--- src/rtl/l15_tag_pkg.sv ---
// ----------------------------------------------------------------------------
// l15_tag_pkg
//   Shared types and helpers for the L1.5 instruction-cache multi-way tag
//   store: FSM state encoding, default geometry and a ones-counter used to
//   flag multi-way hits.
// ----------------------------------------------------------------------------
package l15_tag_pkg;

    typedef enum logic {
        ST_SWEEP = 1'b0,
        ST_IDLE  = 1'b1
    } state_t;

    localparam int unsigned DEF_NB_WAYS    = 4;
    localparam int unsigned DEF_TAG_WIDTH  = 8;
    localparam int unsigned DEF_ADDR_WIDTH = 5;

    // Population count over a hit vector (supports up to 32 ways).
    function automatic int unsigned count_ones(input logic [31:0] v);
        int unsigned n;
        n = 0;
        for (int unsigned i = 0; i < 32; i++) begin
            n += int'(v[i]);
        end
        return n;
    endfunction

endpackage

--- src/rtl/l15_tag_store_mw_bank.sv ---
// ----------------------------------------------------------------------------
// l15_tag_bank
//   Storage for one tag-store way: 2**AW entries of DW bits, single port,
//   synchronous write, 1-cycle synchronous read. The read register only
//   updates on a read enable so the last read value is held. No reset.
//
//   clk      in   clock
//   i_we     in   write enable
//   i_re     in   read enable
//   i_addr   in   entry index
//   i_wdata  in   write data
//   o_rdata  out  registered read data
// ----------------------------------------------------------------------------
module l15_tag_bank #(
    parameter int unsigned AW = 5,
    parameter int unsigned DW = 9
) (
    input  logic          clk,
    input  logic          i_we,
    input  logic          i_re,
    input  logic [AW-1:0] i_addr,
    input  logic [DW-1:0] i_wdata,
    output logic [DW-1:0] o_rdata
);

    logic [DW-1:0] r_mem [2**AW];

    always_ff @(posedge clk) begin
        if (i_we) begin
            r_mem[i_addr] <= i_wdata;
        end
        if (i_re) begin
            o_rdata <= r_mem[i_addr];
        end
    end

endmodule

--- src/rtl/l15_tag_store_mw.sv ---
// ----------------------------------------------------------------------------
// l15_tag_store_mw
//   Multi-way tag store for the L1.5 instruction cache. NB_WAYS banks of
//   2**ADDR_WIDTH x {valid, tag}. An invalidate sweep clears every set after
//   reset and on flush_req_i; accesses are accepted only when idle. Reads
//   return the stored tags one cycle later together with a tag compare
//   against the captured cmp_tag_i.
//
//   clk           in   clock
//   rst           in   asynchronous reset, active-high
//   req_i         in   access request (taken when req_i & ready_o)
//   we_i          in   1 = write, 0 = read/compare
//   way_we_i      in   per-way write enable
//   addr_i        in   set index
//   wdata_i       in   tag to write
//   valid_i       in   valid bit to write
//   cmp_tag_i     in   tag to compare on reads
//   flush_req_i   in   invalidate all entries
//   ready_o       out  store accepts requests
//   flush_busy_o  out  sweep in progress
//   resp_valid_o  out  read response valid
//   rdata_o       out  per-way tags, way 0 in the LSBs
//   rvalid_o      out  per-way valid bits
//   hit_o         out  any valid way matches
//   hit_way_o     out  matching ways
//   multi_hit_o   out  more than one way matches
// ----------------------------------------------------------------------------
module l15_tag_store_mw
    import l15_tag_pkg::*;
#(
    parameter int unsigned NB_WAYS    = DEF_NB_WAYS,
    parameter int unsigned TAG_WIDTH  = DEF_TAG_WIDTH,
    parameter int unsigned ADDR_WIDTH = DEF_ADDR_WIDTH
) (
    input  logic                         clk,
    input  logic                         rst,
    input  logic                         req_i,
    input  logic                         we_i,
    input  logic [NB_WAYS-1:0]           way_we_i,
    input  logic [ADDR_WIDTH-1:0]        addr_i,
    input  logic [TAG_WIDTH-1:0]         wdata_i,
    input  logic                         valid_i,
    input  logic [TAG_WIDTH-1:0]         cmp_tag_i,
    input  logic                         flush_req_i,
    output logic                         ready_o,
    output logic                         flush_busy_o,
    output logic                         resp_valid_o,
    output logic [NB_WAYS*TAG_WIDTH-1:0] rdata_o,
    output logic [NB_WAYS-1:0]           rvalid_o,
    output logic                         hit_o,
    output logic [NB_WAYS-1:0]           hit_way_o,
    output logic                         multi_hit_o
);

    localparam logic [ADDR_WIDTH-1:0] CNT_LAST = '1;

    state_t                  r_state, w_state_nxt;
    logic [ADDR_WIDTH-1:0]   r_cnt, w_cnt_nxt;
    logic                    r_resp_valid;
    logic                    r_rd_seen;
    logic [TAG_WIDTH-1:0]    r_cmp_tag;

    logic                    w_sweep;
    logic                    w_wr;
    logic                    w_rd;
    logic [NB_WAYS-1:0]      w_bank_we;
    logic [ADDR_WIDTH-1:0]   w_bank_addr;
    logic [TAG_WIDTH:0]      w_bank_wdata;
    logic [TAG_WIDTH:0]      w_bank_rdata [NB_WAYS];
    logic [NB_WAYS-1:0]      w_hit_way;

    assign w_sweep = (r_state == ST_SWEEP);
    assign w_wr    = req_i & (r_state == ST_IDLE) & we_i;
    assign w_rd    = req_i & (r_state == ST_IDLE) & ~we_i;

    // ---------------- FSM ----------------
    always_ff @(posedge clk or posedge rst) begin
        if (rst) begin
            r_state <= ST_SWEEP;
            r_cnt   <= '0;
        end else begin
            r_state <= w_state_nxt;
            r_cnt   <= w_cnt_nxt;
        end
    end

    always_comb begin
        w_state_nxt = r_state;
        w_cnt_nxt   = r_cnt;
        case (r_state)
            ST_SWEEP: begin
                // flush_req_i is ignored here: the sweep already clears all.
                w_cnt_nxt = r_cnt + 1'b1;
                if (r_cnt == CNT_LAST) begin
                    w_state_nxt = ST_IDLE;
                    w_cnt_nxt   = '0;
                end
            end
            ST_IDLE: begin
                // An access in the same cycle is still accepted; sweep follows.
                if (flush_req_i) begin
                    w_state_nxt = ST_SWEEP;
                end
            end
            default: begin
                w_state_nxt = ST_SWEEP;
                w_cnt_nxt   = '0;
            end
        endcase
    end

    // ---------------- bank port muxing (sweep vs. access) ----------------
    always_comb begin
        w_bank_addr  = w_sweep ? r_cnt : addr_i;
        w_bank_wdata = w_sweep ? '0 : {valid_i, wdata_i};
        for (int unsigned w = 0; w < NB_WAYS; w++) begin
            w_bank_we[w] = w_sweep | (w_wr & way_we_i[w]);
        end
    end

    for (genvar g = 0; g < NB_WAYS; g++) begin : g_way
        l15_tag_bank #(
            .AW (ADDR_WIDTH),
            .DW (TAG_WIDTH + 1)
        ) u_bank (
            .clk     (clk),
            .i_we    (w_bank_we[g]),
            .i_re    (w_rd),
            .i_addr  (w_bank_addr),
            .i_wdata (w_bank_wdata),
            .o_rdata (w_bank_rdata[g])
        );
    end

    // ---------------- compare pipeline ----------------
    always_ff @(posedge clk or posedge rst) begin
        if (rst) begin
            r_resp_valid <= 1'b0;
            r_rd_seen    <= 1'b0;
            r_cmp_tag    <= '0;
        end else begin
            r_resp_valid <= w_rd;
            if (w_rd) begin
                r_rd_seen <= 1'b1;
                r_cmp_tag <= cmp_tag_i;
            end
        end
    end

    // The banks are not reset; r_rd_seen forces the response outputs to zero
    // until the first read after reset. Bank read registers only move on a
    // read, so the outputs hold between responses.
    always_comb begin
        rdata_o   = '0;
        rvalid_o  = '0;
        w_hit_way = '0;
        for (int unsigned w = 0; w < NB_WAYS; w++) begin
            rdata_o[w*TAG_WIDTH +: TAG_WIDTH] =
                w_bank_rdata[w][TAG_WIDTH-1:0] & {TAG_WIDTH{r_rd_seen}};
            rvalid_o[w]  = w_bank_rdata[w][TAG_WIDTH] & r_rd_seen;
            w_hit_way[w] = rvalid_o[w] &
                (rdata_o[w*TAG_WIDTH +: TAG_WIDTH] == r_cmp_tag);
        end
    end

    assign ready_o      = (r_state == ST_IDLE);
    assign flush_busy_o = (r_state == ST_SWEEP);
    assign resp_valid_o = r_resp_valid;
    assign hit_way_o    = w_hit_way;
    assign hit_o        = |w_hit_way;
    assign multi_hit_o  = (count_ones(32'(w_hit_way)) > 1);

endmodule

--- config.mk ---
export PLATFORM = sky130hd
export DESIGN_NAME = l15_tag_store_mw
export DESIGN_NICKNAME = d
export VERILOG_FILES = /design/src/rtl/l15_tag_pkg.sv /design/src/rtl/l15_tag_store_mw_bank.sv /design/src/rtl/l15_tag_store_mw.sv
export SDC_FILE = /design/constraint.sdc
export NUM_CORES = 1
export LEC_CHECK = 0
export CELL_PAD_IN_SITES_DETAIL_PLACEMENT = 2
export CELL_PAD_IN_SITES_GLOBAL_PLACEMENT = 2
export CORE_ASPECT_RATIO = 0.75
export CORE_MARGIN = 1.5
export CORE_UTILIZATION = 30
export CTS_CLUSTER_SIZE = 30
export DETAILED_ROUTE_END_ITERATION = 10
export GPL_TIMING_DRIVEN = 0
export PLACE_DENSITY_LB_ADDON = 0.1
export SYNTH_ARGS = -nofsm -noshare
export SYNTH_HDL_FRONTEND = slang
export SYNTH_SLANG_ARGS = --single-unit
--- constraint.sdc ---
create_clock -name clk -period 4.8 [get_ports clk]
set_input_delay 0.72 -clock clk [delete_from_list [all_inputs] [get_ports clk]]
set_output_delay 0.72 -clock clk [all_outputs]
set_load 0.03 [all_outputs]
After elaboration in Yosys (flattened, before gate mapping)
Memories as Yosys holds them, arrays and structs flattened. A register that Yosys moved wholly into a read port is not among the register bits.
Cells that the tools add are included.
Word-level totals
  flip-flop bits (word level): 16
  memory bits (writable): 1152
  output and inout port bits: 45
  word-level logic and storage cells: 59
  memories kept: 4
Cells by class
  add/subtract/negate cells: 4
  magnitude comparators: 1
  equal/unequal tests: 5
  multiplexer cells: 14
  bitwise operators: 25
  reduce and logical (&&, ||, !) cells: 1
Memory list
  g_way[0].u_bank.r_mem: depth 32, width 9, rd ports 1, clocked after Yosys merged registers in 1, wr ports 1, RTL line l15_tag_store_mw_bank.sv:26  | logic [DW-1:0] r_mem [2**AW];
  g_way[1].u_bank.r_mem: depth 32, width 9, rd ports 1, clocked after Yosys merged registers in 1, wr ports 1, RTL line l15_tag_store_mw_bank.sv:26
  g_way[2].u_bank.r_mem: depth 32, width 9, rd ports 1, clocked after Yosys merged registers in 1, wr ports 1, RTL line l15_tag_store_mw_bank.sv:26
  g_way[3].u_bank.r_mem: depth 32, width 9, rd ports 1, clocked after Yosys merged registers in 1, wr ports 1, RTL line l15_tag_store_mw_bank.sv:26
Operators with widths (number)
  bitwise AND 8 bit: 4
  == test 8 bit: 4
  bitwise AND 1 bit: 15
  two-way mux 1 bit: 10
  two-way mux 5 bit: 2
  two-way mux 9 bit: 1
  adder 5 x 1 -> 5 bit, second input constant: 1
  == test 5 bit, second input constant: 1
  adder 3 x 1 -> 4 bit: 1
  > comparator 4 x 1 -> 1 bit, second input constant: 1
  bitwise OR 1 bit: 4
  OR reduction 4 bit: 1
  adder 2 x 1 -> 3 bit: 1
  adder 1 x 1 -> 2 bit: 1
  NOT 1 bit: 2
  one-hot mux 1 bit (2 select lines): 1

Logic depth before layout (Yosys ltp)
Gate-level depths: netlist of run 1.
  depth after elaboration: 7
  gate-level depth with buffers: 9
  mapped depth without buffers: 6

Modules after synthesis
Synthesis of run 1 repeated with hierarchy kept, for this count alone.
Unflattened totals
  cells, all modules: 2767
  area, all modules: 47854.6 um2
Modules (own cells, without submodules)
  l15_tag_bank: instances 4, cells an instance 638, area an instance 11543.6 um2, sequential area each 8918.6 um2
  l15_tag_store_mw: instances 1, cells an instance 215, area an instance 1680.4 um2, sequential area each 400.4 um2

Worst setup path after synthesis of run 1
Ideal clock, no wire load.
  path kind: register to output
  from: reg r_rd_seen
  to: out multi_hit_o
  data arrival time: 2.700 ns
  required time: 4.080 ns
  setup slack: 1.380 ns
  stages on the path, launching flop included: 8
  buffers on the path: 1
  cell sequence: dfrtp_1 -> clkbuf_1 -> and2_1 -> xnor2_1 -> nand4b_1 -> or2_2 -> fa_1 -> o21ai_0
On the way
  longest elaborated chain between the ends: 7
  elaborated cells on any way between the ends: 20
RTL lines
  start, declared: RTL line l15_tag_store_mw.sv:60  | logic r_rd_seen;
  start signal, assigned: RTL line l15_tag_store_mw.sv:139  | r_rd_seen <= 1'b0;
  start signal, assigned: RTL line l15_tag_store_mw.sv:144  | r_rd_seen <= 1'b1;
  bitwise AND 8 bit: RTL line l15_tag_store_mw.sv:159  | w_bank_rdata[w][TAG_WIDTH-1:0] & {TAG_WIDTH{r_rd_seen}};
  net rdata_o[10]: RTL line l15_tag_store_mw.sv:48  | output logic [NB_WAYS*TAG_WIDTH-1:0] rdata_o,
  == test 8 bit: RTL line l15_tag_store_mw.sv:162  | (rdata_o[w*TAG_WIDTH +: TAG_WIDTH] == r_cmp_tag);
  bitwise AND 1 bit: RTL line l15_tag_store_mw.sv:161  | w_hit_way[w] = rvalid_o[w] &
  adder 1 x 1 -> 2 bit: RTL line l15_tag_pkg.sv:23  | n += int'(v[i]);
  adder 2 x 1 -> 3 bit: RTL line l15_tag_pkg.sv:23
  adder 3 x 1 -> 4 bit: RTL line l15_tag_pkg.sv:23
  > comparator 4 x 1 -> 1 bit: RTL line l15_tag_store_mw.sv:171  | assign multi_hit_o = (count_ones(32'(w_hit_way)) > 1);
  end, declared: RTL line l15_tag_store_mw.sv:52  | output logic multi_hit_o
The timed path passes the listed nets, and every way through them passes these cells.

Final worst setup path of run 1
  from: reg r_cmp_tag[1]
  to: out multi_hit_o
On the way
  longest elaborated chain between the ends: 6
  elaborated cells on any way between the ends: 12
RTL lines
  start, declared: RTL line l15_tag_store_mw.sv:61  | logic [TAG_WIDTH-1:0] r_cmp_tag;
  start signal, assigned: RTL line l15_tag_store_mw.sv:145  | r_cmp_tag <= cmp_tag_i;
  == test 8 bit: RTL line l15_tag_store_mw.sv:162
  bitwise AND 1 bit: RTL line l15_tag_store_mw.sv:161
  adder 1 x 1 -> 2 bit: RTL line l15_tag_pkg.sv:23
  adder 2 x 1 -> 3 bit: RTL line l15_tag_pkg.sv:23
  adder 3 x 1 -> 4 bit (*): RTL line l15_tag_pkg.sv:23
  > comparator 4 x 1 -> 1 bit (*): RTL line l15_tag_store_mw.sv:171
Every way passes the cells marked *; elsewhere a longest branch is shown, timed or not.

==> results of run 1 <==
[path summary, 6_finish.rpt]
kind | endpoint | depth (start not counted)
max | multi_hit_o | 8
max in group asynchronous | r_cmp_tag[0] | 2
max reg2reg | g_way[1].u_bank.o_rdata[1] | 8
min | r_cnt[3] | 2
min reg2reg | r_cnt[3] | 2
min in group clk | r_cmp_tag[5] | 3
[layout make-up]
type / count / share of cell area [%]
Buffer: 139 / 1.53
Inverter: 7 / 0.0500
Timing Repair Buffer: 95 / 2.05
Tap cell: 2095 / 4.76
Clock inverter: 58 / 0.966
Sequential cell: 1204 / 65.6
Multi-Input combinational cell: 1310 / 18.5
Antenna cell: 2 / 0.00910
Clock buffer: 181 / 6.53
[cell usage after synthesis (all sizes together), types with 3 or more instances]
| cell | n |
|---|---|
| and2 | 48 |
| and4b | 4 |
| and4bb | 6 |
| buf | 111 |
| clkbuf | 29 |
| dfrtp | 16 |
| edfxtp | 1188 |
| ha | 3 |
| inv | 6 |
| mux2 | 5 |
| mux2i | 578 |
| nand2 | 82 |
| nand3 | 7 |
| nand4 | 3 |
| nand4b | 3 |
| nor2 | 142 |
| nor4 | 75 |
| nor4b | 4 |
| o21ai | 20 |
| o22ai | 286 |
| xnor2 | 24 |
| xor2 | 8 |
[metal layers]
layer / share of wire (%) / up-vias / global-route usage [%]
met5: 0 / - / 0
met2: 46 / 591 / 31.9
met3: 4.3 / 198 / 3.02
met1: 47 / 14200 / 29.4
met4: 2.7 / 0 / 6.59
li1: - / 11100 / -
[cells in the final DEF (no fill, tap or decap), drive strengths merged, types with 2 or more instances in the layout]
| cell type | n |
|---|---|
| edfxtp | 1188 |
| mux2i | 578 |
| o22ai | 286 |
| clkbuf | 212 |
| nor2 | 142 |
| buf | 128 |
| nand2 | 82 |
| nor4 | 75 |
| clkdlybuf4s50 | 74 |
| and2 | 48 |
| clkinv | 38 |
| xnor2 | 24 |
| o21ai | 20 |
| dfrtp | 16 |
| inv | 15 |
| xor2 | 8 |
| bufinv | 8 |
| nand3 | 7 |
| and4bb | 6 |
| mux2 | 5 |
| and4b | 4 |
| clkinvlp | 4 |
| nor4b | 4 |
| nand4 | 3 |
| nand4b | 3 |
| ha | 3 |
| diode | 2 |
| and3 | 2 |
| o32ai | 2 |
[flip-flops by register name, indices dropped and copies added (netlist names)]
register,flops
g_way.u_bank.r_mem,1152
r_rd_seen,1
g_way.u_bank.o_rdata,36
r_cnt,5
r_cmp_tag,8
resp_valid_o,1
ready_o,1
[kinds of logic (layout without fill, tap and decap cells)]
logic type,count (synthesis),in the layout,synth area share [%]
and+or+nand+nor,381,381,4.08
AOI/OAI and AO/OA,310,310,4.25
buffers and inverters,147,480,1.84
xor gates and xnor gates,32,32,0.596
DFF,1204,1204,76.7
other,0,2,0
adders and majority gates,4,4,0.122
muxes,583,583,12.4
[per-stage QoR]
stage	cell area (um2)	setup TNS, ns	worst slack [ns]	power (mW)	utilization (%)
final	55000	0	0.264	37.5	35.4
after global routing	55000	0	0.0548	38.7	35.4
after CTS	55000	0	0.0863	37.7	35.4
after detailed placement	50800	-3.26	-0.208	27.7	32.7
after global placement	50400	-1435.97	-1.65	27.4	32.5
after floorplan	47100	0	1.38	21.3	-
[timing repair]
item	in CTS	in global routing
setup endpoints to repair	3	0
buffers inserted	2	0
resized for setup	5	0
[power by group through the flow]
stage               sequential [mW]  clock, mW  combinational, mW
finish                         14.0       10.0               13.5
global route                   14.1       10.6               14.1
CTS                            14.0       10.2               13.5
detailed placement             14.2          0               13.5
global placement               14.3          0               13.1
floorplan                      14.1          0               7.24
==> impl_metrics.yaml, run 1 <==
worst_setup_path:
  worstSetupEndpointType: "output port"
  max_stage_delay_ns: 0.59
  critPathBufInv: 3
  critPathLaunchType: "flip-flop"
  cp.required_ns: 4.08
  crit_arrival_ns: 3.82
  crit_chain: "clkbuf_1, xor2_1, nor4_1, nand4b_1, buf_4, fa_1, o21ai_0, dlygate4sd2_1"
  crit_family: "buffers and inverters"
  cp-startpoint: "r_cmp_tag[1]"
  critPathKind: "flip-flop to output port"
  worstReg2RegStart: "ready_o"
  worst_path_max_delay_cell: "clkbuf_1"
  cp_max_fo: 5
  r2r_slack_ns: 0.45
sta:
  period_needed_ns: 4.54
  finalMaxSlewViolations: 14
  grt_setup_unrepaired: "false"
  whs_ns: 0.486
  hold_violations: 0
  skew_ns: 0.0247
  worst_pin_slew_ns: 1.55
  fin_crit_sh_pct: 94.5
  finalSetupViolCount: 0
  maxSlewHeadroom_pct: -4.51
  max_freq_ghz: 0.220
pwr:
  pwr-share-comb_pct: 36.0
  clkPwrFrac_pct: 26.7
  switching_power_mw: 14.3
  powerDensity_mw_per_mm2: 681
  ir_drop_mv: 0.384
  cellLeakagePower_nw: 19.0
  p_sw_share_pct: 38.1
  internal_power_mw: 23.2
  seqPwrFrac_pct: 37.3
finish:
  stdcell_count: 5091
  nNetsFinal: 2925
  n_fill_cell: 15200
  drive_gt1_share_pct: 12.0
  regArea_mm2: 0.0361
  area_delta_synth_final_pct: 16.9
  multi_input_area_mm2: 0.0102
yosys:
  seq_area_frac_synth_pct: 76.7
  syn-cell-area_mm2: 0.0471
  ys_ff_latch: 1204
  synth_ff_type: "edfxtp_1"
  syn_inst: 2661
  synthArstFlopShare_pct: 1.33
  syn_nets: 2696
  yosys_warnings: 0
  synth_area_leaders: "edfxtp_1 76%, mux2i_1 12%, o22ai_1 3.8%, nor2_1 1.1%, nor4_1 0.98%"
  synth_top_area_share_pct: 75.8
  synth.distinct_cells: 45
  synth_top_area_cell: "edfxtp_1"
  avgSynthCellArea_um2: 17.7
  synth_edf_count: 1188
floorplanning:
  start_util_pct: 30.3
  ios: 76
  die_w_um: 460
  core_mm2: 0.155
  num_rows: 125
  dieHeight_um: 346
  die_area_mm2: 0.159
grt:
  grt_pass1_wl_mm: 226
  grt_pass1_vias: 27800
  track_usage_pct: 20.5
  grt_remaining_overflow: 0
  grt_max_degree: 81
  antenna_found_initial: 9
routing:
  drt-initial-drc-count: 2232
  wl_mm: 164
  vias: 26100
  ant_nets: 0
  wire_per_inst_um: 32.2
  drt_pass1_iterations: 5
  drc: 0
  via_per_inst: 5.12
outcome:
  outcome: "finished with violations"
  violations: "capacitance limit, slew limit"
clock_network:
  cts.path.max_buffers: 3
  cts_sinks: 1204
  ctsRootBufferMaster: "clkbuf_16"
  cts_buffers: 133
  clk_latency_ns: 0.78
  htreeDepth: 4
  ctsHoldBuffers: 0
  path_clk_slew_ns: 0.07
  cts_tree: "done"
place:
  dpl.cell_count: 4845
  place_congestion: 0.801
  port_buffers: 75
  dp_hpwl_mm: 112
hold_path:
  hold_path_class: "input pin to async pin"
run:
  maxCapViolCount: 6
No activity file was read; power rests on OpenSTA's default activity.
==> run 2: changes to the inputs <==
--- a/config.mk
+++ b/config.mk
@@ -17,3 +17,4 @@
 export SYNTH_ARGS = -nofsm -noshare
 export SYNTH_HDL_FRONTEND = slang
 export SYNTH_SLANG_ARGS = --single-unit
+export TNS_END_PERCENT = 20
==> results of run 2 <==
The final DEF is identical to that of run 1; final timing and power are the same.
==> run 3: changes to the inputs <==
--- a/config.mk
+++ b/config.mk
@@ -10,10 +10,11 @@
 export CORE_ASPECT_RATIO = 0.75
 export CORE_MARGIN = 1.5
 export CORE_UTILIZATION = 30
-export CTS_CLUSTER_SIZE = 30
+export CTS_CLUSTER_SIZE = 10
 export DETAILED_ROUTE_END_ITERATION = 10
 export GPL_TIMING_DRIVEN = 0
 export PLACE_DENSITY_LB_ADDON = 0.1
+export SLEW_MARGIN = 20
 export SYNTH_ARGS = -nofsm -noshare
 export SYNTH_HDL_FRONTEND = slang
 export SYNTH_SLANG_ARGS = --single-unit
==> constraint.sdc (replaced) <==
create_clock -name clk -period 5.3 [get_ports clk]
set_input_delay 0.795 -clock clk [delete_from_list [all_inputs] [get_ports clk]]
set_output_delay 0.795 -clock clk [all_outputs]
set_load 0.03 [all_outputs]
==> run 3 against run 2 <==
The flow now finishes without violations. Flip-flop and latch count unchanged. Global-route usage up 0.12 points. Cell count down 0.67%. Largest power group unchanged. Design area up 0.47%. First-iteration DRC count up 3.0%.
==> impl_metrics.yaml, run 3 (synthesis gave the netlist of run 1 again) <==
outcome:
  outcome: "complete, no violations"
floorplanning:
  start_util_pct: 30.3
  dieHeight_um: 346
  core_mm2: 0.155
  ios: 76
  die_area_mm2: 0.159
  num_rows: 125
  die_w_um: 460
worst_setup_path:
  crit_arrival_ns: 4.22
  critPathLaunchType: "flip-flop"
  worst_path_max_delay_cell: "clkdlybuf4s50_1"
  critPathKind: "flip-flop to output port"
  crit_chain: "clkbuf_2, and2_1, xor2_1, nor4_1, nand4b_1, buf_4, fa_1, o21ai_0, clkdlybuf4s50_1"
  max_stage_delay_ns: 0.75
  cp.required_ns: 4.51
  worstSetupEndpointType: "output port"
  cp_max_fo: 10
clock_network:
  ctsRootBufferMaster: "clkbuf_16"
  cts_buffers: 141
  htreeDepth: 4
  path_clk_slew_ns: 0.06
  cts.path.max_buffers: 3
  cts_sinks: 1204
  clk_latency_ns: 0.78
  ctsHoldBuffers: 0
  cts_tree: "done"
finish:
  drive_gt1_share_pct: 14.3
  top_register: "g_way.u_bank.r_mem"
  largest_reg_flops: 1152
  stdcell_count: 5057
  n_fill_cell: 15200
  reg_top3: "g_way.u_bank.r_mem x1152, g_way.u_bank.o_rdata x36, r_cmp_tag x8"
  final_cell_mix: "1188 x edfxtp_1, 577 x mux2i_1, 286 x o22ai_1"
  area_delta_synth_final_pct: 17.5
  nNetsFinal: 2939
  layout_commonest_cell: "edfxtp_1"
place:
  place_congestion: 0.801
  dp_hpwl_mm: 113
  port_buffers: 75
  dpl.cell_count: 4854
routing:
  vias: 26000
  wl_mm: 165
  drt-initial-drc-count: 2300
  drc: 0
  via_per_inst: 5.15
  drt_pass1_iterations: 5
  ant_nets: 0
  wire_per_inst_um: 32.6
sta:
  maxSlewHeadroom_pct: 17.1
  finalMaxSlewViolations: 0
  whs_ns: 0.553
  fin_crit_sh_pct: 94.6
  tns_ns: 0
  skew_ns: 0.0346
  finalSetupViolCount: 0
  hold_violations: 0
  grt_setup_unrepaired: "false"
  max_freq_ghz: 0.199
  period_needed_ns: 5.02
  worst_pin_slew_ns: 1.23
grt:
  track_usage_pct: 20.7
  grt_pass1_wl_mm: 228
  grt_max_degree: 71
  grt_pass1_vias: 28000
  grt_remaining_overflow: 0
  antenna_found_initial: 8
pwr:
  ir_drop_mv: 0.339
  p_sw_share_pct: 37.9
  switching_power_mw: 12.9
  clkPwrFrac_pct: 26.3
  seqPwrFrac_pct: 37.1
  pwr-share-comb_pct: 36.6
  internal_power_mw: 21.1
  cellLeakagePower_nw: 19.0
  powerDensity_mw_per_mm2: 616
run:
  maxCapViolCount: 0
hold_path:
  hold_path_class: "input pin to flip-flop"
run 3: changes by cell type in the layout (fill, tap and decap cells not counted), sizes merged, moves of 2 or more:
cell,before,now
clkinv,38,7
bufinv,8,1
clkinvlp,4,0
diode,2,4
inv,15,9
clkbuf,212,216
buf,128,136
run 3: repair_timing:
item | 4_1_cts | 5_1_grt
endpoints found under the setup margin | 1 | 0
gates resized for setup | 2 | 0
setup buffers | 2 | 0
run 3: worst max-delay path: cells and delay by family (launching register included):
kind | cells | cell delay (ns)
compound gates | 1 | 0.35
xor+xnor | 1 | 0.09
fa+ha+maj | 1 | 0.44
buf+inv | 3 | 1.37
flops | 1 | 0.49
simple gates | 3 | 0.71
run 3: metrics by stage:
stage               utilization (%)  power (mW)  instance area (um2)  worst slack (ns)
floorplan                         -        19.3                47100              1.81
global placement               32.5        24.8                50400             -1.22
detailed placement             32.9        25.3                51100             0.205
CTS                            35.5        34.3                55200            0.0834
global route                   35.6        35.2                55300             0.146
finish                         35.6        34.0                55300             0.285
run 3: area by class of cell:
cell class	count	area [um2]	share of cell area, %
Multi-Input combinational cell	1310	10400	18.9
Clock buffer	187	3950	7.14
Antenna cell	4	10.0	0.0181
Inverter	7	27.5	0.0498
Buffer	140	845	1.53
Tap cell	2095	2620	4.74
Sequential cell	1204	36100	65.3
Clock inverter	10	92.6	0.167
Timing Repair Buffer	100	1230	2.22
run 3: worst paths after layout:
path,end,slack [ns],startpoint,cells past startpoint
min in group asynchronous,resp_valid_o,0.56,rst,2
max in group asynchronous,r_cmp_tag[0],4.09,rst,2
worst max register to register,g_way[2].u_bank.o_rdata[7],1.16,ready_o,8
worst min-delay path,r_cmp_tag[5],0.55,cmp_tag_i[5],3
worst min register to register,r_cnt[3],0.66,r_cnt[0],2
worst max-delay path,multi_hit_o,0.28,r_rd_seen,9
run 3: metal layers:
layer / share of wire, % / up-vias / wire [um] / GRT usage (%)
met5: 0 / - / 0 / 0
met4: 2.6 / 0 / 4270 / 6.40
met3: 4.6 / 213 / 7500 / 2.84
met2: 46 / 629 / 75600 / 32.1
met1: 47 / 14100 / 77300 / 29.8
li1: - / 11100 / - / -
run 3: power by group through the flow:
stage / registers, mW / logic [mW] / clock network, mW
floorplan: 12.8 / 6.56 / 0
global placement: 13.0 / 11.8 / 0
detailed placement: 12.8 / 12.4 / 0
CTS: 12.6 / 12.5 / 9.19
global route: 12.7 / 13.0 / 9.51
finish: 12.6 / 12.5 / 8.97
